--- config.mk ---
export PLATFORM = sky130hd
export DESIGN_NAME = and_or_arbiter
export DESIGN_NICKNAME = d
export VERILOG_FILES = /design/src/rtl/and_or_pkg.sv /design/src/rtl/and_or.sv /design/src/rtl/and_or_rr_pick.sv /design/src/rtl/and_or_arbiter.sv
export SDC_FILE = /design/constraint.sdc
export NUM_CORES = 1
export LEC_CHECK = 0
export CAP_MARGIN = 20
export CORE_MARGIN = 2
export CORE_UTILIZATION = 40
export CTS_BUF_LIST = sky130_fd_sc_hd__clkbuf_4
export CTS_CLUSTER_DIAMETER = 30
export DETAILED_ROUTE_END_ITERATION = 6
export GPL_TIMING_DRIVEN = 0
export PLACE_DENSITY = 0.73
export SLEW_MARGIN = 20
export SYNTH_ARGS = -nofsm -noshare
export SYNTH_HDL_FRONTEND = slang
export SYNTH_HIERARCHICAL = 1
export SYNTH_SLANG_ARGS = --single-unit
--- constraint.sdc ---
create_clock -name clk -period 5.3 [get_ports clk]
set_input_delay 1.06 -clock clk [delete_from_list [all_inputs] [get_ports clk]]
set_output_delay 1.06 -clock clk [all_outputs]
set_load 0.005 [all_outputs]
--- src/rtl/and_or_pkg.sv ---
// Shared types and constants for the and_or round-robin arbiter.
// The golden constant is the truth table of y=(a&b)|(c&d), indexed by {a,b,c,d}.
package and_or_pkg;

    typedef enum logic [1:0] {
        IDLE  = 2'd0,
        EVAL  = 2'd1,
        RESP  = 2'd2,
        SWEEP = 2'd3
    } state_t;

    localparam logic [15:0] ANDOR_GOLDEN = 16'hF888;

    // Operand bit positions: {a,b,c,d}, a is the MSB.
    localparam int OP_W = 4;
    localparam int OP_A = 3;
    localparam int OP_B = 2;
    localparam int OP_C = 1;
    localparam int OP_D = 0;

endpackage

--- src/rtl/and_or.sv ---
// Shared gate cell: y = (a & b) | (c & d).
module and_or (
    input  logic a,
    input  logic b,
    input  logic c,
    input  logic d,
    output logic y
);

    assign y = (a & b) | (c & d);

endmodule

--- src/rtl/and_or_rr_pick.sv ---
// Combinational round-robin picker: first set bit of req searching upward
// from ptr, wrapping at N_REQ.
module and_or_rr_pick #(
    parameter  int N_REQ = 4,
    localparam int ID_W  = $clog2(N_REQ)
) (
    input  logic [N_REQ-1:0] req,
    input  logic [ID_W-1:0]  ptr,
    output logic [N_REQ-1:0] gnt,
    output logic [ID_W-1:0]  gnt_idx,
    output logic             any
);

    logic [ID_W-1:0] w_idx;

    always_comb begin
        // NOTE: every output gets a default before the loop so no path leaves
        // a value unassigned, which would otherwise infer a latch.
        w_idx   = '0;
        gnt_idx = '0;
        any     = 1'b0;
        // Walk the offsets downward so the smallest offset from ptr wins.
        for (int k = N_REQ - 1; k >= 0; k--) begin
            w_idx = ID_W'((int'(ptr) + k) % N_REQ);
            if (req[w_idx]) begin
                any     = 1'b1;
                gnt_idx = w_idx;
            end
        end
        gnt = any ? (N_REQ'(1) << gnt_idx) : '0;
    end

endmodule

--- src/rtl/and_or_arbiter.sv ---
// Round-robin arbiter sharing one and_or cell among N_REQ requesters.
// Optional power-on self-test of the cell: define ANDOR_ARB_SWEEP_EN.
module and_or_arbiter
    import and_or_pkg::*;
#(
    parameter  int N_REQ = 4,
    localparam int ID_W  = $clog2(N_REQ)
) (
    input  logic                  clk,
    input  logic                  rst_n,
    input  logic [N_REQ-1:0]      req_valid,
    input  logic [OP_W*N_REQ-1:0] req_data,
    output logic [N_REQ-1:0]      req_ready,
    output logic                  rsp_valid,
    input  logic                  rsp_ready,
    output logic [ID_W-1:0]       rsp_id,
    output logic                  rsp_y,
    output logic                  busy
`ifdef ANDOR_ARB_SWEEP_EN
    ,
    output logic                  selftest_done,
    output logic                  selftest_fail
`endif
);

`ifdef ANDOR_ARB_SWEEP_EN
    localparam state_t RESET_STATE = SWEEP;
`else
    localparam state_t RESET_STATE = IDLE;
`endif

    state_t          r_state;
    logic [ID_W-1:0] r_ptr;
    logic [OP_W-1:0] r_op;
    logic [ID_W-1:0] r_id;
    logic            r_rsp_valid;
    logic [ID_W-1:0] r_rsp_id;
    logic            r_rsp_y;

    logic [N_REQ-1:0] w_gnt;
    logic [ID_W-1:0]  w_gnt_idx;
    logic             w_any;
    logic [OP_W-1:0]  w_req_op;
    logic             w_y;

    and_or_rr_pick #(.N_REQ(N_REQ)) u_pick (
        .req     (req_valid),
        .ptr     (r_ptr),
        .gnt     (w_gnt),
        .gnt_idx (w_gnt_idx),
        .any     (w_any)
    );

    // The single shared cell always evaluates the operand register.
    and_or u_cell (
        .a (r_op[OP_A]),
        .b (r_op[OP_B]),
        .c (r_op[OP_C]),
        .d (r_op[OP_D]),
        .y (w_y)
    );

    assign w_req_op  = req_data[{w_gnt_idx, 2'b00} +: OP_W];
    assign req_ready = (r_state == IDLE) ? w_gnt : '0;
    assign busy      = (r_state != IDLE);
    assign rsp_valid = r_rsp_valid;
    assign rsp_id    = r_rsp_id;
    assign rsp_y     = r_rsp_y;

`ifdef ANDOR_ARB_SWEEP_EN
    logic [4:0]      r_sweep_cnt;
    logic            r_chk_vld;
    logic            r_chk_y;
    logic [OP_W-1:0] r_chk_op;
    logic            r_mis;
    logic            r_selftest_done;
    logic            r_selftest_fail;
    logic            w_mismatch;

    // Compare the cell output captured last cycle against the golden truth table.
    assign w_mismatch    = r_chk_vld && (r_chk_y != ANDOR_GOLDEN[r_chk_op]);
    assign selftest_done = r_selftest_done;
    assign selftest_fail = r_selftest_fail;
`endif

    always_ff @(posedge clk or negedge rst_n) begin
        if (!rst_n) begin
            r_state     <= RESET_STATE;
            r_ptr       <= '0;
            r_op        <= '0;
            r_id        <= '0;
            r_rsp_valid <= 1'b0;
            r_rsp_id    <= '0;
            r_rsp_y     <= 1'b0;
`ifdef ANDOR_ARB_SWEEP_EN
            r_sweep_cnt     <= '0;
            r_chk_vld       <= 1'b0;
            r_chk_y         <= 1'b0;
            r_chk_op        <= '0;
            r_mis           <= 1'b0;
            r_selftest_done <= 1'b0;
            r_selftest_fail <= 1'b0;
`endif
        end else begin
            // NOTE: non-blocking assignments so every register samples the
            // pre-edge values, independent of statement order.
            case (r_state)
                IDLE: begin
                    if (w_any) begin
                        r_op    <= w_req_op;
                        r_id    <= w_gnt_idx;
                        r_ptr   <= (w_gnt_idx == ID_W'(N_REQ - 1)) ? '0 : w_gnt_idx + 1'b1;
                        r_state <= EVAL;
                    end
                end
                EVAL: begin
                    r_rsp_y     <= w_y;
                    r_rsp_id    <= r_id;
                    r_rsp_valid <= 1'b1;
                    r_state     <= RESP;
                end
                RESP: begin
                    if (rsp_ready) begin
                        r_rsp_valid <= 1'b0;
                        r_state     <= IDLE;
                    end
                end
`ifdef ANDOR_ARB_SWEEP_EN
                SWEEP: begin
                    // Cycles 0..15 drive op=0..15; cycles 1..16 check the previous one.
                    r_chk_vld   <= (r_sweep_cnt < 5'd16);
                    r_chk_y     <= w_y;
                    r_chk_op    <= r_op;
                    r_mis       <= r_mis | w_mismatch;
                    r_sweep_cnt <= r_sweep_cnt + 1'b1;
                    if (r_sweep_cnt < 5'd15) begin
                        r_op <= r_op + 1'b1;
                    end
                    if (r_sweep_cnt == 5'd16) begin
                        r_selftest_done <= 1'b1;
                        r_selftest_fail <= r_mis | w_mismatch;
                        r_op            <= '0;
                        r_state         <= IDLE;
                    end
                end
`endif
                default: r_state <= IDLE;
            endcase
        end
    end

endmodule

# Word-level counts from Yosys, hierarchy flattened

Index checks and enable logic that the tools add are counted.
Widths: inputs -> output; s select.

Output and inout bits: 9
Memory bits (writable): 0
Input bits: 23
Memories kept: 0
Register bits: 14
ROM bits: 0
Latch bits: 0
Word-level logic and storage cells: 55

Bitwise logic cells: 3
Magnitude comparators: 4
Divide/modulo/power cells: 0
Multiply operators: 0
Multiplexer cells: 24
Reduce and logical (&&, ||, !) cells: 6
Add/sub/neg operators: 4
Eq/ne operators: 5
Shift-type cells: 2

Operators by type and width:

| cell                | count |
|---|---|
| $shiftx 16x5->4     | 1 |
| $mux 2              | 7 |
| $lt 2x3->1 const B  | 4 |
| $mux 1              | 9 |
| $bmux 1 s2          | 4 |
| $mux 4              | 2 |
| $pmux 2 s3          | 1 |
| $reduce_and 2->1    | 3 |
| $add 2x1->2 const B | 2 |
| $add 2x2->2 const B | 2 |
| $eq 2x2->1 const B  | 2 |
| $reduce_bool 2->1   | 2 |
| $shl 1x2->4 const A | 1 |
| $and 1x1->1         | 2 |
| $eq 2x1->1 const B  | 1 |
| $logic_not 2->1     | 1 |
| $ne 2x1->1 const B  | 1 |
| $ne 2x2->1 const B  | 1 |
| $pmux 1 s2          | 1 |
| $or 1x1->1          | 1 |

# Depth between registers and ports, before layout

Gate-level depths: netlist of run 1.

Depth in word-level cells: 10
Gate-level depth with buffers: 7
Depth with buffers taken out: 6

# Modules after synthesis

Netlist of run 1, hierarchy kept.

Modules (own cells, without submodules):

| module         | area an instance (µm²) | instances | cells each | sequential area each (µm²) |
|---|---|---|---|---|
| and_or_arbiter | 689.4                  | 1         | 46         | 350.3 |
| and_or_rr_pick | 182.7                  | 1         | 29         | 0.0 |
| and_or         | 8.8                    | 1         | 1          | 0.0 |

# Least setup slack after synthesis of run 1

OpenSTA, ideal clock, no wires.

Kind: input -> output
Start point: input req_valid[2]
End point: output req_ready[0]
Path slack: 2480 ps
Data required time: 4240 ps
Stages on the path: 5
Arrival time: 1760 ps
Buffers on the path: 1
Cells stage by stage: buf_6 -> nor2b_1 -> nor3_1 -> o31a_1 -> and2_1

Cells in the longest elaborated chain, start to end: 9
Elaborated cells on any way between the ends: 19
Those cells by class: shift: 1; mux: 18

RTL lines:

| element                      | line                 | text |
|---|---|---|
| start, declared              | and_or_arbiter.sv:11 | `input logic [N_REQ-1:0] req_valid,` |
| $bmux 1 s2                   | and_or_rr_pick.sv:25 | `if (req[w_idx]) begin` |
| $mux 1 (implied by the code) | and_or_rr_pick.sv:25 |  |
| $mux 2 (4 in series)         | and_or_rr_pick.sv:25 |  |
| $shl 1x2->4                  | and_or_rr_pick.sv:30 | `gnt = any ? (N_REQ'(1) << gnt_idx) : '0;` |
| $mux 4 (*)                   | and_or_rr_pick.sv:30 |  |
| named net w_gnt[0]           | and_or_arbiter.sv:40 | `logic [N_REQ-1:0] w_gnt;` |
| $mux 4 (*)                   | and_or_arbiter.sv:64 | `assign req_ready = (r_state == IDLE) ? w_gnt : '0;` |
| end, declared                | and_or_arbiter.sv:13 | `output logic [N_REQ-1:0] req_ready,` |

The timed path passes the listed nets; every way through them passes the cells marked *. The select of a mux whose other input is x is not followed.

# Final worst setup path of run 1

Start point: input req_valid[0]
End point: output req_ready[2]

The elaborated chain is that of the path after synthesis.

==> flow_results.xml, run 1 <==
<?xml version="1.0" encoding="UTF-8"?>
<metrics>
  <group name="worst_setup_path">
    <metric name="worst-path-max-fanout" unit="">6</metric>
    <metric name="cp.required" unit="ns">4.24</metric>
    <metric name="worst-r2r-cell-count" unit="">6</metric>
    <metric name="worst-setup-path-type" unit="">in2out</metric>
    <metric name="crit_path_end_kind" unit="">output pin</metric>
    <metric name="cp-start-kind" unit="">primary input</metric>
    <metric name="critPathArrivalTime" unit="ns">2.66</metric>
  </group>
  <group name="timing">
    <metric name="grt_setup_unrepaired" unit="">false</metric>
    <metric name="timing.clock.skew" unit="ns">0.000886</metric>
    <metric name="layout_worst_path_cycle_share" unit="%">70.1</metric>
    <metric name="timing_max_transition_violations_final" unit="">0</metric>
    <metric name="slew_headroom" unit="%">59.8</metric>
    <metric name="achievable-frequency" unit="GHz">0.269</metric>
    <metric name="final.setup.worst_slack" unit="ns">1.58</metric>
    <metric name="hold_viol_final" unit="">0</metric>
    <metric name="setup_viol" unit="">0</metric>
    <metric name="timing.setup.tns" unit="ns">0</metric>
    <metric name="finalCriticalPeriod" unit="ns">3.72</metric>
    <metric name="worst-slew-pin-transition" unit="ns">0.601</metric>
  </group>
  <group name="yosys">
    <metric name="synth.top_cells.by_area" unit="">dfrtp_1 (40%), mux4_2 (10%), mux2_2 (8.9%)</metric>
    <metric name="mappedNetlistArea" unit="µm²">881</metric>
    <metric name="synthesis.nets" unit="">100</metric>
    <metric name="synth_area_per_cell" unit="µm²">11.6</metric>
    <metric name="synth_warnings" unit="">6</metric>
    <metric name="synth_seq_cells" unit="">14</metric>
    <metric name="post-synth-top-area-cell" unit="">dfrtp_1</metric>
    <metric name="synth_cell_types" unit="">32</metric>
    <metric name="syn-instance-count" unit="">76</metric>
    <metric name="seq_total_area_yosys" unit="%">39.8</metric>
    <metric name="synth_top_cell_area_share" unit="%">39.8</metric>
  </group>
  <group name="cells_and_area">
    <metric name="multi_input_area" unit="µm²">484</metric>
    <metric name="area.sequential" unit="µm²">350</metric>
    <metric name="nNetsFinal" unit="">134</metric>
    <metric name="filler_cell_count" unit="">175</metric>
    <metric name="layout-area-overhead-vs-synth" unit="%">39.8</metric>
    <metric name="post_route_insts_no_fill" unit="">136</metric>
    <metric name="drive_gt1_share" unit="%">22.0</metric>
    <metric name="antenna_cells" unit="">0</metric>
  </group>
  <group name="clocking">
    <metric name="cts-root-to-sink-buffers" unit="">2</metric>
    <metric name="cts_tree" unit="">done</metric>
    <metric name="cts-root-buf" unit="">clkbuf_4</metric>
    <metric name="clock_sink_count" unit="">14</metric>
    <metric name="clk_latency" unit="ns">0.28</metric>
    <metric name="cts_resized" unit="">0</metric>
    <metric name="ctsHoldBuffers" unit="">0</metric>
    <metric name="num_cts_buffers" unit="">3</metric>
    <metric name="postCtsSetupBuffers" unit="">0</metric>
    <metric name="cts.reportedPaths.clkPinSlew" unit="ns">0.08</metric>
    <metric name="clock_tree.htree_level_count" unit="">1</metric>
  </group>
  <group name="run_status">
    <metric name="status" unit="">completed</metric>
  </group>
  <group name="drt">
    <metric name="drtAntennaViolNets" unit="">0</metric>
    <metric name="drt_drc_violations_left" unit="">0</metric>
    <metric name="vias_per_cell" unit="">5.07</metric>
    <metric name="wl_per_cell" unit="µm">13.2</metric>
    <metric name="detailed_route_wl" unit="mm">1.80</metric>
    <metric name="drt_pass1_iterations" unit="">2</metric>
    <metric name="route.vias.total" unit="">689</metric>
    <metric name="detailedRoute.firstIterationViolations" unit="">3</metric>
  </group>
  <group name="power">
    <metric name="max-vdd-ir-drop" unit="mV">0.237</metric>
    <metric name="power" unit="mW">0.612</metric>
    <metric name="power-per-cell-area" unit="nW/µm²">497</metric>
    <metric name="leakagePower" unit="nW">0.515</metric>
  </group>
  <group name="placed_design">
    <metric name="post-place-ws" unit="ns">1.58</metric>
    <metric name="place.gp.congestion" unit="">0.741</metric>
    <metric name="io_buffers" unit="">29</metric>
    <metric name="numPlacedInstances" unit="">132</metric>
    <metric name="place.detailed.hpwl" unit="mm">1.43</metric>
  </group>
  <group name="global_routing">
    <metric name="grt_antenna_before_repair" unit="">0</metric>
    <metric name="number_of_global_route_vias_before_repair" unit="">692</metric>
    <metric name="grtUsageTotal" unit="%">15.3</metric>
    <metric name="global_route.overflow_total" unit="">0</metric>
    <metric name="grt_start_max_net_pins" unit="">15</metric>
    <metric name="global_route_wire_length_before_repair" unit="mm">2.94</metric>
  </group>
  <group name="floorplanning">
    <metric name="dieHeight" unit="µm">50.9</metric>
    <metric name="floorplan.initialDensity" unit="%">43.6</metric>
    <metric name="die_area" unit="µm²">2590</metric>
    <metric name="floorplan.core_area" unit="µm²">2020</metric>
    <metric name="io_pins" unit="">32</metric>
    <metric name="x_dimension_of_the_die" unit="µm">50.9</metric>
    <metric name="core.rowCount" unit="">16</metric>
  </group>
  <group name="worst_hold_path">
    <metric name="timing.hold.worst.class" unit="">reg2reg</metric>
    <metric name="hold_depth" unit="">1</metric>
  </group>
  <group name="run">
    <metric name="drv.max_cap_violation_count" unit="">0</metric>
  </group>
</metrics>
sequential cells by signal, summed over array words and instances (netlist names):
signal / count
r_op: 4
r_id: 2
r_ptr: 2
r_state: 2
rsp_id: 2
rsp_valid: 1
rsp_y: 1
power breakdown:
part           switching (mW)  internal [mW]  leakage [nW]
sequential             0.0464          0.163         0.166
combinational           0.121          0.219         0.334
clock                  0.0345         0.0273        0.0154
final timing paths:
kind | from | to | slack, ns
setup / recovery | req_valid[0] | req_ready[2] | 1.58
hold / removal | r_id[1] | r_id[1] | 0.51
setup reg to reg | r_ptr[0] | r_op[2] | 3.21
hold reg to reg | r_id[1] | r_id[1] | 0.51
max in group asynchronous | rst_n | r_op[0] | 3.76
min in group asynchronous | rst_n | rsp_valid | 1.15
placed cells by master, fill, tap and decap left out, types with 2 or more instances in the layout:
cell type	count
dfrtp_1	14
nand2_1	2
clkdlybuf4s50_1	29
mux2_4	4
mux4_2	4
inv_1	2
nand2b_1	4
mux2_2	7
nor2b_1	2
nor3_1	2
clkbuf_4	3
nor2_1	7
a21oi_1	3
buf_6	2
and2_1	4
cell usage after synthesis:
cell type  number
dfrtp_1        14
mux2_2          7
nor2_1          7
and2_1          4
mux2_4          4
mux4_2          4
nand2b_1        4
a21oi_1         3
buf_6           2
inv_1           2
nand2_1         2
nor2b_1         2
nor3_1          2
a21boi_0        1
a21o_1          1
a221oi_2        1
a22o_1          1
a2bb2oi_1       1
and3_1          1
buf_2           1
buf_4           1
ha_1            1
inv_2           1
nor3b_1         1
o21a_1          1
o21ai_0         1
o21ai_1         1
o21bai_1        1
o221a_1         1
o22a_1          1
o22ai_1         1
o31a_1          1
layer usage:
layer / wire length [µm] / vias to the layer above / GRT usage (%)
li1: - / 345 / -
met3: 51 / 2 / 3.51
met2: 922 / 15 / 25.8
met4: 29 / 0 / 8.11
met5: 0 / - / 0
met1: 797 / 327 / 17.9
metrics by stage:
stage / hold slack [ns] / instance area [µm²] / utilization, %
6_report: 0.514 / 1230 / 60.9
5_1_grt: 0.530 / 1230 / 60.9
4_1_cts: 0.517 / 1230 / 60.9
3_5_place_dp: 0.498 / 1200 / 59.6
3_3_place_gp: 0.488 / 1200 / 59.6
2_1_floorplan: 0.477 / 881 / -
logic make-up (layout without fill, tap and decap cells):
| logic type | Yosys count | in the layout | synth area share, % |
|---|---|---|---|
| simple gates | 23 | 23 | 13.6 |
| mux | 15 | 15 | 26.0 |
| flops | 14 | 14 | 39.8 |
| compound gates | 16 | 16 | 13.9 |
| fa+ha+maj | 1 | 1 | 1.42 |
| buf+inv | 7 | 40 | 5.26 |
cell type report:
| type | count | area share [%] |
|---|---|---|
| plain buffers | 4 | 2.85 |
| clock buffers | 3 | 1.83 |
| clock inverters | 1 | 0.305 |
| inverters | 3 | 0.915 |
| multi-input cells | 55 | 39.3 |
| flip-flops and latches | 14 | 28.5 |
| well taps | 27 | 2.74 |
| repair buffers | 29 | 23.6 |
critical path: stages:
cell and delay [ns]:
clkdlybuf4s50_1 0.53, a21o_1 0.21, a21oi_1 0.13, o21a_1 0.12
and2_1 0.11, clkdlybuf4s50_1 0.49
No activity file was read; power rests on OpenSTA's default activity.
==> run 2: changes to the inputs <==
==> constraint.sdc (replaced) <==
create_clock -name clk -period 3.65 [get_ports clk]
set_input_delay 0.73 -clock clk [delete_from_list [all_inputs] [get_ports clk]]
set_output_delay 0.73 -clock clk [all_outputs]
set_load 0.005 [all_outputs]
==> results of run 2 <==
Same layout as run 1 (identical final DEF). Status: completed.
Among the figures that moved: setup slack after placement 1.58 ns -> 0.594 ns; setup slack after layout 1.58 ns -> 0.595 ns; register-to-register setup slack 3.21 ns -> 1.56 ns; total power 0.612 mW -> 0.888 mW; worst IR drop on VDD 0.237 mV -> 0.344 mV
